`config.mk`:
```
export PLATFORM = sky130hd
export DESIGN_NAME = alu_ex_mdu
export DESIGN_NICKNAME = d
export VERILOG_FILES = /design/src/rtl/alu_ex_mdu_pkg.sv /design/src/rtl/alu_mdu_iter.sv /design/src/rtl/alu_ex_mdu.sv
export SDC_FILE = /design/constraint.sdc
export NUM_CORES = 2
export LEC_CHECK = 0
export ABC_AREA = 1
export CELL_PAD_IN_SITES_DETAIL_PLACEMENT = 1
export CELL_PAD_IN_SITES_GLOBAL_PLACEMENT = 1
export CORE_ASPECT_RATIO = 1.75
export CORE_MARGIN = 10
export CORE_UTILIZATION = 46
export CTS_CLUSTER_DIAMETER = 50
export CTS_CLUSTER_SIZE = 16
export DETAILED_ROUTE_END_ITERATION = 8
export DONT_BUFFER_PORTS = 1
export GPL_TIMING_DRIVEN = 0
export PLACE_DENSITY = 0.87
export SYNTH_ARGS = -nofsm -noshare
export SYNTH_HDL_FRONTEND = slang
export SYNTH_SLANG_ARGS = --single-unit
```
`constraint.sdc`:
```
create_clock -name clk -period 4.7 [get_ports clk]
set_input_delay 1.41 -clock clk [delete_from_list [all_inputs] [get_ports clk]]
set_output_delay 1.41 -clock clk [all_outputs]
set_load 0.005 [all_outputs]
```
`src/rtl/alu_ex_mdu_pkg.sv`:
```
// Shared control encodings for the execute-stage ALU/MDU: operation codes,
// MDU sequencer states and divide-by-zero policy.
package alu_ex_mdu_pkg;

   typedef enum logic [4:0] {
      OP_ADDU  = 5'd0,
      OP_SUBU  = 5'd1,
      OP_AND   = 5'd2,
      OP_OR    = 5'd3,
      OP_XOR   = 5'd4,
      OP_NOR   = 5'd5,
      OP_SLT   = 5'd6,
      OP_SLTU  = 5'd7,
      OP_SLL   = 5'd8,
      OP_SRL   = 5'd9,
      OP_SRA   = 5'd10,
      OP_SLLV  = 5'd11,
      OP_SRLV  = 5'd12,
      OP_SRAV  = 5'd13,
      OP_BNE   = 5'd14,
      OP_MFHI  = 5'd15,
      OP_MFLO  = 5'd16,
      OP_MULT  = 5'd17,
      OP_MULTU = 5'd18,
      OP_DIV   = 5'd19,
      OP_DIVU  = 5'd20
   } alu_op_e;

   typedef enum logic [1:0] {
      ST_IDLE = 2'd0,
      ST_MUL  = 2'd1,
      ST_DIV  = 2'd2,
      ST_DONE = 2'd3
   } mdu_state_e;

   // Divide by zero: lo is filled with this bit, hi returns the dividend.
   localparam logic DIV0_LO_FILL = 1'b1;
   localparam logic DIV0_HI_IS_A = 1'b1;

endpackage

```
`src/rtl/alu_mdu_iter.sv`:
```
// Iterative unsigned shift-add multiplier / restoring divider sharing one
// WIDTH-bit adder and one down-counter; operands are magnitudes.
module alu_mdu_iter #(
   parameter int WIDTH = 32
) (
   input  logic             clk,
   input  logic             rst_n,
   input  logic             start_i,
   input  logic             abort_i,
   input  logic             mode_div_i,
   input  logic [WIDTH-1:0] op_a_i,
   input  logic [WIDTH-1:0] op_b_i,
   output logic             done_o,
   output logic [WIDTH-1:0] hi_o,
   output logic [WIDTH-1:0] lo_o
);

   localparam int CW = $clog2(WIDTH + 1);
   localparam logic [CW-1:0] ITERS = CW'(WIDTH);

   logic [WIDTH-1:0] hi_q, hi_d, lo_q, lo_d, opb_q, opb_d;
   logic             div_q, div_d;
   logic [CW-1:0]    cnt_q, cnt_d;
   logic [WIDTH-1:0] add_x, add_y;
   logic             add_ci;
   logic [WIDTH:0]   add_s;
   logic             div_ge;

   // Divide reuses the adder as x + ~d + 1; carry out means no borrow.
   always_comb begin
      if (div_q) begin
         add_x  = {hi_q[WIDTH-2:0], lo_q[WIDTH-1]};
         add_y  = ~opb_q;
         add_ci = 1'b1;
      end else begin
         add_x  = hi_q;
         add_y  = lo_q[0] ? opb_q : '0;
         add_ci = 1'b0;
      end
   end

   assign add_s  = {1'b0, add_x} + {1'b0, add_y} + {{WIDTH{1'b0}}, add_ci};
   // A bit shifted out of the remainder top means the trial value already exceeds the divisor.
   assign div_ge = hi_q[WIDTH-1] | add_s[WIDTH];

   always_comb begin
      hi_d  = hi_q;
      lo_d  = lo_q;
      opb_d = opb_q;
      div_d = div_q;
      cnt_d = cnt_q;
      if (abort_i) begin
         cnt_d = '0;
      end else if (start_i) begin
         hi_d  = '0;
         lo_d  = op_a_i;
         opb_d = op_b_i;
         div_d = mode_div_i;
         cnt_d = ITERS;
      end else if (cnt_q != '0) begin
         cnt_d = cnt_q - 1'b1;
         if (div_q) begin
            hi_d = div_ge ? add_s[WIDTH-1:0] : add_x;
            lo_d = {lo_q[WIDTH-2:0], div_ge};
         end else begin
            {hi_d, lo_d} = {add_s, lo_q[WIDTH-1:1]};
         end
      end
   end

   always_ff @(posedge clk or negedge rst_n) begin
      if (!rst_n) begin
         hi_q  <= '0;
         lo_q  <= '0;
         opb_q <= '0;
         div_q <= 1'b0;
         cnt_q <= '0;
      end else begin
         hi_q  <= hi_d;
         lo_q  <= lo_d;
         opb_q <= opb_d;
         div_q <= div_d;
         cnt_q <= cnt_d;
      end
   end

   assign done_o = (cnt_q == CW'(1));
   assign hi_o   = hi_q;
   assign lo_o   = lo_q;

endmodule

```
`src/rtl/alu_ex_mdu.sv`:
```
// Execute-stage ALU with single-cycle ops and an iterative multiply/divide
// unit that owns the architectural HI/LO registers.
//
// state   | meaning
// IDLE    | ready; single-cycle ops complete here
// MUL     | shift-add iterations in progress
// DIV     | restoring-divide iterations in progress
// DONE    | sign fix-up; hi/lo/result written on exit
module alu_ex_mdu #(
   parameter int WIDTH = 32,
   parameter int SHW   = $clog2(WIDTH)
) (
   input  logic             clk,
   input  logic             rst_n,
   input  logic             in_valid,
   output logic             in_ready,
   input  logic             flush,
   input  logic [4:0]       alu_op,
   input  logic [WIDTH-1:0] a,
   input  logic [WIDTH-1:0] b,
   input  logic [SHW-1:0]   shamt,
   input  logic [WIDTH-1:0] pc,
   input  logic [WIDTH-1:0] imm,
   output logic             out_valid,
   output logic [WIDTH-1:0] result,
   output logic             zero,
   output logic [WIDTH-1:0] br_target,
   output logic             busy,
   output logic [WIDTH-1:0] hi,
   output logic [WIDTH-1:0] lo
);

   import alu_ex_mdu_pkg::*;

   mdu_state_e       state_q, state_d;
   logic             op_is_mul, op_is_div, op_signed, accept, iter_start, iter_done;
   logic             a_neg, b_neg;
   logic [WIDTH-1:0] a_mag, b_mag, alu_res, it_hi, it_lo, fin_hi, fin_lo;
   logic [SHW-1:0]   sh_v;
   logic [2*WIDTH-1:0] prod;

   logic [WIDTH-1:0] result_q, result_d, br_q, br_d, hi_q, hi_d, lo_q, lo_d, a_q, a_d;
   logic             zero_q, zero_d, out_valid_q, out_valid_d;
   logic             neg_q, neg_d, rem_neg_q, rem_neg_d, div0_q, div0_d, mdu_div_q, mdu_div_d;

   assign op_is_mul  = (alu_op == OP_MULT) || (alu_op == OP_MULTU);
   assign op_is_div  = (alu_op == OP_DIV)  || (alu_op == OP_DIVU);
   assign op_signed  = (alu_op == OP_MULT) || (alu_op == OP_DIV);
   assign accept     = in_valid && in_ready && !flush;
   assign iter_start = accept && (op_is_mul || op_is_div);

   assign a_neg = op_signed && a[WIDTH-1];
   assign b_neg = op_signed && b[WIDTH-1];
   assign a_mag = a_neg ? (~a + 1'b1) : a;
   assign b_mag = b_neg ? (~b + 1'b1) : b;

   always_ff @(posedge clk or negedge rst_n) begin
      if (!rst_n) state_q <= ST_IDLE;
      else        state_q <= state_d;
   end

   always_comb begin
      state_d = state_q;
      case (state_q)
         ST_IDLE: begin
            if (accept && op_is_mul)      state_d = ST_MUL;
            else if (accept && op_is_div) state_d = ST_DIV;
         end
         ST_MUL, ST_DIV: begin
            if (flush)          state_d = ST_IDLE;
            else if (iter_done) state_d = ST_DONE;
         end
         default: state_d = ST_IDLE;
      endcase
   end

   always_comb begin
      in_ready = (state_q == ST_IDLE);
      busy     = (state_q != ST_IDLE);
   end

   alu_mdu_iter #(.WIDTH(WIDTH)) u_iter (
      .clk        (clk),
      .rst_n      (rst_n),
      .start_i    (iter_start),
      .abort_i    (flush),
      .mode_div_i (op_is_div),
      .op_a_i     (a_mag),
      .op_b_i     (b_mag),
      .done_o     (iter_done),
      .hi_o       (it_hi),
      .lo_o       (it_lo)
   );

   assign sh_v = a[SHW-1:0];

   always_comb begin
      alu_res = '0;
      case (alu_op)
         OP_ADDU: alu_res = a + b;
         OP_SUBU: alu_res = a - b;
         OP_AND:  alu_res = a & b;
         OP_OR:   alu_res = a | b;
         OP_XOR:  alu_res = a ^ b;
         OP_NOR:  alu_res = ~(a | b);
         OP_SLT:  alu_res[0] = $signed(a) < $signed(b);
         OP_SLTU: alu_res[0] = a < b;
         OP_SLL:  alu_res = b << shamt;
         OP_SRL:  alu_res = b >> shamt;
         OP_SRA:  alu_res = $signed(b) >>> shamt;
         OP_SLLV: alu_res = b << sh_v;
         OP_SRLV: alu_res = b >> sh_v;
         OP_SRAV: alu_res = $signed(b) >>> sh_v;
         OP_BNE:  alu_res[0] = (a != b);
         OP_MFHI: alu_res = hi_q;
         OP_MFLO: alu_res = lo_q;
         default: alu_res = '0;
      endcase
   end

   // Iterator works on magnitudes; signs are restored here during DONE.
   always_comb begin
      prod = neg_q ? -{it_hi, it_lo} : {it_hi, it_lo};
      if (!mdu_div_q) begin
         {fin_hi, fin_lo} = prod;
      end else if (div0_q) begin
         fin_lo = {WIDTH{DIV0_LO_FILL}};
         fin_hi = DIV0_HI_IS_A ? a_q : '0;
      end else begin
         fin_lo = neg_q     ? -it_lo : it_lo;
         fin_hi = rem_neg_q ? -it_hi : it_hi;
      end
   end

   always_comb begin
      result_d    = result_q;
      zero_d      = zero_q;
      br_d        = br_q;
      hi_d        = hi_q;
      lo_d        = lo_q;
      a_d         = a_q;
      neg_d       = neg_q;
      rem_neg_d   = rem_neg_q;
      div0_d      = div0_q;
      mdu_div_d   = mdu_div_q;
      out_valid_d = 1'b0;
      if (accept) begin
         br_d = pc + (imm << 2);
         if (op_is_mul || op_is_div) begin
            a_d       = a;
            neg_d     = a_neg ^ b_neg;
            rem_neg_d = a_neg;
            div0_d    = (b == '0);
            mdu_div_d = op_is_div;
         end else begin
            result_d    = alu_res;
            zero_d      = (alu_res == '0);
            out_valid_d = 1'b1;
         end
      end
      if (state_q == ST_DONE && !flush) begin
         hi_d        = fin_hi;
         lo_d        = fin_lo;
         result_d    = fin_lo;
         zero_d      = (fin_lo == '0);
         out_valid_d = 1'b1;
      end
   end

   always_ff @(posedge clk or negedge rst_n) begin
      if (!rst_n) begin
         result_q    <= '0;
         zero_q      <= 1'b0;
         br_q        <= '0;
         hi_q        <= '0;
         lo_q        <= '0;
         a_q         <= '0;
         neg_q       <= 1'b0;
         rem_neg_q   <= 1'b0;
         div0_q      <= 1'b0;
         mdu_div_q   <= 1'b0;
         out_valid_q <= 1'b0;
      end else begin
         result_q    <= result_d;
         zero_q      <= zero_d;
         br_q        <= br_d;
         hi_q        <= hi_d;
         lo_q        <= lo_d;
         a_q         <= a_d;
         neg_q       <= neg_d;
         rem_neg_q   <= rem_neg_d;
         div0_q      <= div0_d;
         mdu_div_q   <= mdu_div_d;
         out_valid_q <= out_valid_d;
      end
   end

   assign out_valid = out_valid_q;
   assign result    = result_q;
   assign zero      = zero_q;
   assign br_target = br_q;
   assign hi        = hi_q;
   assign lo        = lo_q;

endmodule

```
==> results list, run 1 <==
- Post-synthesis cell area: 33700 um^2
- The floorplan step set the die width to 225 um.
- HPWL after detailed placement: 197 mm
- Post-Syn Area per Cell: 5.80 um^2
- Number of distinct standard cells referenced by the synthesized netlist: 61
* Hold bufs inserted after CTS: 0
- Most numerous cell in the Yosys netlist: sky130_fd_sc_hd__nand2_1
* Number of nets in the synthesized netlist: 6128
- Primary flip-flop cell chosen by synthesis mapping: sky130_fd_sc_hd__dfrtp_1
* Largest net degree at the start of global routing: 272
- During synthesis, Yosys emitted a total of 0 warnings.
* Halt Reason: [ERROR GRT-0116] Global routing finished with congestion. Check the congestion regions in the DRC Viewer.
* Outcome: aborted with a tool error
- After synthesis, the share of flip-flops with an asynchronous set or reset is 1.00.
- The run ended at global routing.
* Synth cell count leaders: sky130_fd_sc_hd__nand2_1, sky130_fd_sc_hd__nand3_1, sky130_fd_sc_hd__nor2_1
* Initial Util: 0.463
- The largest total area in the synthesized netlist belongs to sky130_fd_sc_hd__dfrtp_1.
- # clock sinks: 271
- Die H: 378 um
* Global placer's final weighted congestion: 1.29
* Root buffer cell: sky130_fd_sc_hd__clkbuf_16
- Count of input and output buffers: 0
* Top area cells in the synthesized netlist: sky130_fd_sc_hd__dfrtp_1, sky130_fd_sc_hd__nand2_1, sky130_fd_sc_hd__nand3_1
- Max Root-Sink Buffers: 3
- Via count of the first global-routing pass: 54632
* Seq/Total Area, Yosys: 0.201
- Residual overflow from global routing: 664
* H-Tree Level Count: 1
- Number of placement rows: 131
- Syn Inst Count: 5812
- The placed instances occupy a cell area of 34900 um^2.
* Ports placed on the boundary: 274
- Synthesis inferred 271 register bits.
- In the global route stage, overall resource usage came out at 0.678.
- The share of synthesized area in the top cell type comes to 0.201.
- The first global-routing pass estimated 435 mm of wire.
- In this run, CTS created clock tree buffers numbering 29.
- Counting flops with a built-in enable in the synthesized netlist gives 0.
[metrics by stage]
| stage | worst slack (ns) | instances | hold WS, ns | setup TNS [ns] | utilization |
|---|---|---|---|---|---|
| after floorplan | 0.635 | 5812 | 0.448 | 0 | - |
| after global placement | -1.46 | 6743 | 0.470 | -41.68 | 0.479 |
| after detailed placement | -1.41 | 6743 | 0.485 | -43.87 | 0.479 |
| after CTS | 0.0118 | 6795 | 0.469 | 0 | 0.494 |
[logic make-up after synthesis]
logic type | share of synthesized area
adders and majority gates | 0.0657
and+or+nand+nor | 0.436
AOI/OAI and AO/OA | 0.175
DFF | 0.201
buffers and inverters | 0.0950
muxes | 0.000334
xor gates and xnor gates | 0.0265
[per-layer routing]
metal,GRT usage,GRT overflow
met5,0.181,3
met4,0.702,241
met3,0.493,8
met2,0.901,409
met1,0.639,3
[timing repair]
action,in CTS
endpoints found under the setup margin,40
endpoints found under the hold margin,0
gates resized for setup,42
setup buffers,2
==> inputs of run 2 (changes only) <==
==> config.mk (replaced) <==
export PLATFORM = sky130hd
export DESIGN_NAME = alu_ex_mdu
export DESIGN_NICKNAME = d
export VERILOG_FILES = /design/src/rtl/alu_ex_mdu_pkg.sv /design/src/rtl/alu_mdu_iter.sv /design/src/rtl/alu_ex_mdu.sv
export SDC_FILE = /design/constraint.sdc
export NUM_CORES = 2
export LEC_CHECK = 0
export ABC_AREA = 1
export CORE_MARGIN = 10
export CORE_UTILIZATION = 35
export DETAILED_ROUTE_END_ITERATION = 8
export DONT_BUFFER_PORTS = 1
export GPL_TIMING_DRIVEN = 0
export PLACE_DENSITY_LB_ADDON = 0.15
export SYNTH_ARGS = -nofsm -noshare
export SYNTH_HDL_FRONTEND = slang
export SYNTH_SLANG_ARGS = --single-unit
==> results list, run 2 <==
* Outcome: finished with violations
- The checks that failed: setup timing.
* Cells on worst reg2reg path: 20
* Leak: 0.0176 uW
* Syn Inst Count: 5812 (unchanged)
- The area share of the largest cell type after synthesis came to 0.201 (unchanged).
- The number of rows in the core area is 113 (-14%).
- R2r startpoint: u_iter.div_q
* Seq/Total Area, Yosys: 0.201 (unchanged)
* Area overhead of the layout relative to synthesis: 8.95%
- The total count of hold-check failures in the final report came to 0.
- On the critical path the largest part of the delay comes from simple AND/OR/NAND/NOR gates.
- After detailed routing, the average wire length per cell comes to 32.0 um.
- First-pass iteration count of the detailed router: 7
* Leading cell type in the layout, fill and taps excluded: sky130_fd_sc_hd__nand2_1
- Worst reg2reg endpoint: u_iter.hi_o[25]
- Maximum vdd drop: 0.319 mV
- The share of total power dissipated in the clock network is 0.132.
- For this block, the initial DRC count from the detailed router was 6717.
- Measured against its own limit, the worst slew margin works out to 0.0990.
- Antenna violations before repair: 15
- The height of the chip is 330 um (-13%).
- Switching power total: 11900 uW
- Via count of the first global-routing pass: 40725
* Initial Util: 0.354 (-0.109)
- In this run the worst path has a maximum fanout of 9.
* Number of DRC violations after detailed routing: 0
- The biggest area contributor in the post-synthesis netlist is sky130_fd_sc_hd__dfrtp_1.
* Count of input and output buffers: 0 (unchanged)
- Die outline area: 109000 um^2
* Number of cells on the critical path: 18
- The worst setup path is launched from a primary input.
- Asr flop ratio synth: 1.00 (unchanged)
- Ports placed on the boundary: 274 (unchanged)
* Internal reg-to-reg setup slack: 0.12 ns
* Max Root-Sink Buffers: 3 (unchanged)
- Total power of the final layout: 20800 uW
- The commonest cells after synthesis are sky130_fd_sc_hd__nand2_1, sky130_fd_sc_hd__nand3_1, sky130_fd_sc_hd__nor2_1.
- Max-cap violations in this run came to 0.
- The routability-driven placement congestion ratio came to 1.10 (-14%).
* Kind of critical path: in -> reg
- For this run, the post-layout net count is 6165.
- The share of total power dissipated in sequential elements is 0.248.
* Kind of end point of the critical path: flip-flop
- The worst hold path was traced through 2 stages.
- For the worst setup path, the data required time is 5.19 ns.
- Filler instances: 10923
- Worst-case clock skew: 0.0620 ns
* Worst hold path endpoint: u_iter.opb_q[23]
- In the post-route analysis, the smallest setup slack over all paths is -0.0824 ns.
- Of the cells placed in the final design, the portion with a size suffix greater than 1 is 0.0535.
- Post-Syn Area per Cell: 5.80 um^2 (unchanged)
- Number of distinct standard cells referenced by the synthesized netlist: 61 (unchanged)
- After layout, the minimum clock period comes to 4.78 ns.
- The summed instance area of the synthesized netlist was 33700 um^2 (unchanged).
- Primary flip-flop cell chosen by synthesis mapping: sky130_fd_sc_hd__dfrtp_1
- Number of nets in the synthesized netlist: 6128 (unchanged)
- The worst hold path begins at u_iter.opb_q[23].
- TritonCTS built the clock tree.
* Classification of the worst-slack hold path: reg -> reg
* Total instance count after detailed placement: 7077 (+5.0%)
- In this run the standard cell core region covers 95300 um^2.
* Worst-Skew Late Latency: 0.59 ns
- Counting both buffers and inverters, the worst setup path holds a total of 3.
- For this run, the total global-route usage over all layers was measured as 0.400.
* Worst slack on hold paths: 0.507 ns
- Total number of vias: 44464
* Number of buffers created by CTS: 34 (+17%)
* First-pass GRT wire length: 313 mm
* Non-filler instance count after layout: 7143
- Antenna Nets Post-Route: 0
* Switching fraction of total power: 0.574
- Entering global routing, the biggest net connects 272 pins.
- Worst Path Arrival: 5.27 ns
* Routed Wire Length: 228 mm
- Total non-filler cell area in the finished layout: 36700 um^2
* HPWL after detailed placement: 187 mm (-5.1%)
- The total placed instance area came to 35300 um^2 (+1.2%).
* Crit-path max cell delay: 0.57 ns
- The cell that appears most often on the critical path is sky130_fd_sc_hd__nand2_1.
* Residual overflow from global routing: 0
* Worst Max-Slew Pin Slew: 1.34 ns
- Hold bufs inserted after CTS: 0 (unchanged)
* Drt via density: 6.22
- Root buffer cell: sky130_fd_sc_hd__clkbuf_16
- The top cell types in the final layout, fill and taps aside, are sky130_fd_sc_hd__nand2_1, sky130_fd_sc_hd__nand3_1, sky130_fd_sc_hd__nor2_1.
- The count of final max-slew check failures is 0.
- The internal portion of the total power is 8870 uW.
* Total power per unit cell area: 566 nW/um^2
- Clk slew on worst S/H paths: 0.06 ns
- The post-synthesis register bit count is 271 (unchanged).
- The count of flip-flops with a built-in enable after synthesis came to 0 (unchanged).
- Derived from the worst setup path, the maximum achievable clock frequency is 209 MHz.
* Share of total power in combinational logic: 0.620
* Share of the clock period used by the worst path after layout: 1.02
- Most numerous cell in the Yosys netlist: sky130_fd_sc_hd__nand2_1
- The maximum level of the CTS H-tree came to 2 (+1).
- Top area cells in the synthesized netlist: sky130_fd_sc_hd__dfrtp_1, sky130_fd_sc_hd__nand2_1, sky130_fd_sc_hd__nand3_1
- Cell chain of the critical path: clkbuf_2 > inv_1 > ha_1 > buf_2 > nand2_1 > nor2_1 > nand3_1 > nand2_1 > nand2_1 > nand3_1 > nand3_1 > nor2_1 > nand2_1 > nor2_1 > nand3_1 > nor2_1 > nand2_1 > a21oi_1
* Die W: 330 um (+47%)
- Setup violation total in the final timing report: 1
- The number of clock sinks seen by CTS was 271 (unchanged).
- The number of warning messages in the yosys log was 0 (unchanged).
* Library cell contributing the largest single delay on the critical path: sky130_fd_sc_hd__nor2_1
==> run 2: cell families after synthesis <==
group / count (synthesis) / share of synthesized area
muxes: 1 / 0.000334
adders and majority gates: 174 / 0.0657
AOI/OAI and AO/OA: 1043 / 0.175
DFF: 271 / 0.201
and+or+nand+nor: 3421 / 0.436
buffers and inverters: 800 / 0.0950
xor gates and xnor gates: 102 / 0.0265
==> run 2: timing repair <==
item / CTS / global route
pin swaps: 0 / 5
endpoints found under the setup margin: 48 / 36
setup buffers: 2 / 6
resized for setup: 55 / 72
hold endpoints to repair: 0 / 0
==> run 2: worst register-to-register path, cell delays in order (launching register included) <==
cell	delay, ns
sky130_fd_sc_hd__dfrtp_1	0.37
sky130_fd_sc_hd__clkbuf_2	0.26
sky130_fd_sc_hd__clkbuf_4	0.28
sky130_fd_sc_hd__clkbuf_4	0.29
sky130_fd_sc_hd__buf_2	0.26
sky130_fd_sc_hd__nand2_1	0.08
sky130_fd_sc_hd__o21ai_1	0.25
sky130_fd_sc_hd__ha_1	0.38
sky130_fd_sc_hd__a21o_1	0.22
sky130_fd_sc_hd__a21oi_1	0.17
sky130_fd_sc_hd__o21ai_0	0.18
sky130_fd_sc_hd__a211oi_2	0.42
sky130_fd_sc_hd__nand2_1	0.16
sky130_fd_sc_hd__a21oi_2	0.20
sky130_fd_sc_hd__nand2_1	0.15
sky130_fd_sc_hd__nand2_1	0.11
sky130_fd_sc_hd__buf_2	0.24
sky130_fd_sc_hd__nor2_1	0.06
sky130_fd_sc_hd__nor2_1	0.20
sky130_fd_sc_hd__o21ai_0	0.13
sky130_fd_sc_hd__o21ai_0	0.10
==> run 2: final cells by class <==
| cell class | instances | area, um^2 | share of cell area |
|---|---|---|---|
| multi-input combinational | 4741 | 23900 | 0.650 |
| sequential | 271 | 6780 | 0.185 |
| inverter | 497 | 1890 | 0.0513 |
| tap | 1265 | 1580 | 0.0431 |
| buffer | 296 | 1410 | 0.0383 |
| clock buffer | 48 | 1010 | 0.0274 |
| clock inverter | 13 | 121 | 0.00330 |
| timing repair buffer | 8 | 60.1 | 0.00164 |
| antenna | 4 | 10.0 | 0.000273 |
==> run 2: worst max path at each step <==
stage                                 end          from
final                                zero         b[11]
after global routing      u_iter.hi_o[16]  u_iter.div_q
after CTS                            zero         b[19]
after detailed placement             zero          a[3]
after global placement               zero         b[21]
after floorplan                      zero          a[3]
==> run 2: metal layers <==
| layer | vias up | global-route usage | wire, um | share of wire |
|---|---|---|---|---|
| li1 | 19668 | - | - | - |
| met1 | 21024 | 0.503 | 88100 | 0.39 |
| met2 | 3078 | 0.597 | 94400 | 0.41 |
| met3 | 676 | 0.129 | 29500 | 0.13 |
| met4 | 18 | 0.224 | 16200 | 0.071 |
| met5 | - | 0 | 138 | 0.00060 |
==> run 2: per-stage QoR <==
step | util | worst slack [ns] | setup TNS, ns
after floorplan | - | 0.635 | 0
after global placement | 0.370 | -1.68 | -52.94
after detailed placement | 0.370 | -1.57 | -52.24
after CTS | 0.383 | 0.00683 | 0
after global routing | 0.385 | -0.0401 | -0.0674
final | 0.385 | -0.0824 | -0.0824
==> run 2: power by group through the flow <==
| stage | Sequential (uW) | Clock, uW | Combinational, uW |
|---|---|---|---|
| floorplan | 4190 | 0 | 8230 |
| global placement | 5110 | 0 | 12200 |
| detailed placement | 5120 | 0 | 12200 |
| CTS | 5100 | 2750 | 12300 |
| global route | 5210 | 2860 | 13900 |
| finish | 5150 | 2750 | 12900 |
Note: power is estimated with default switching activity, not from simulation.
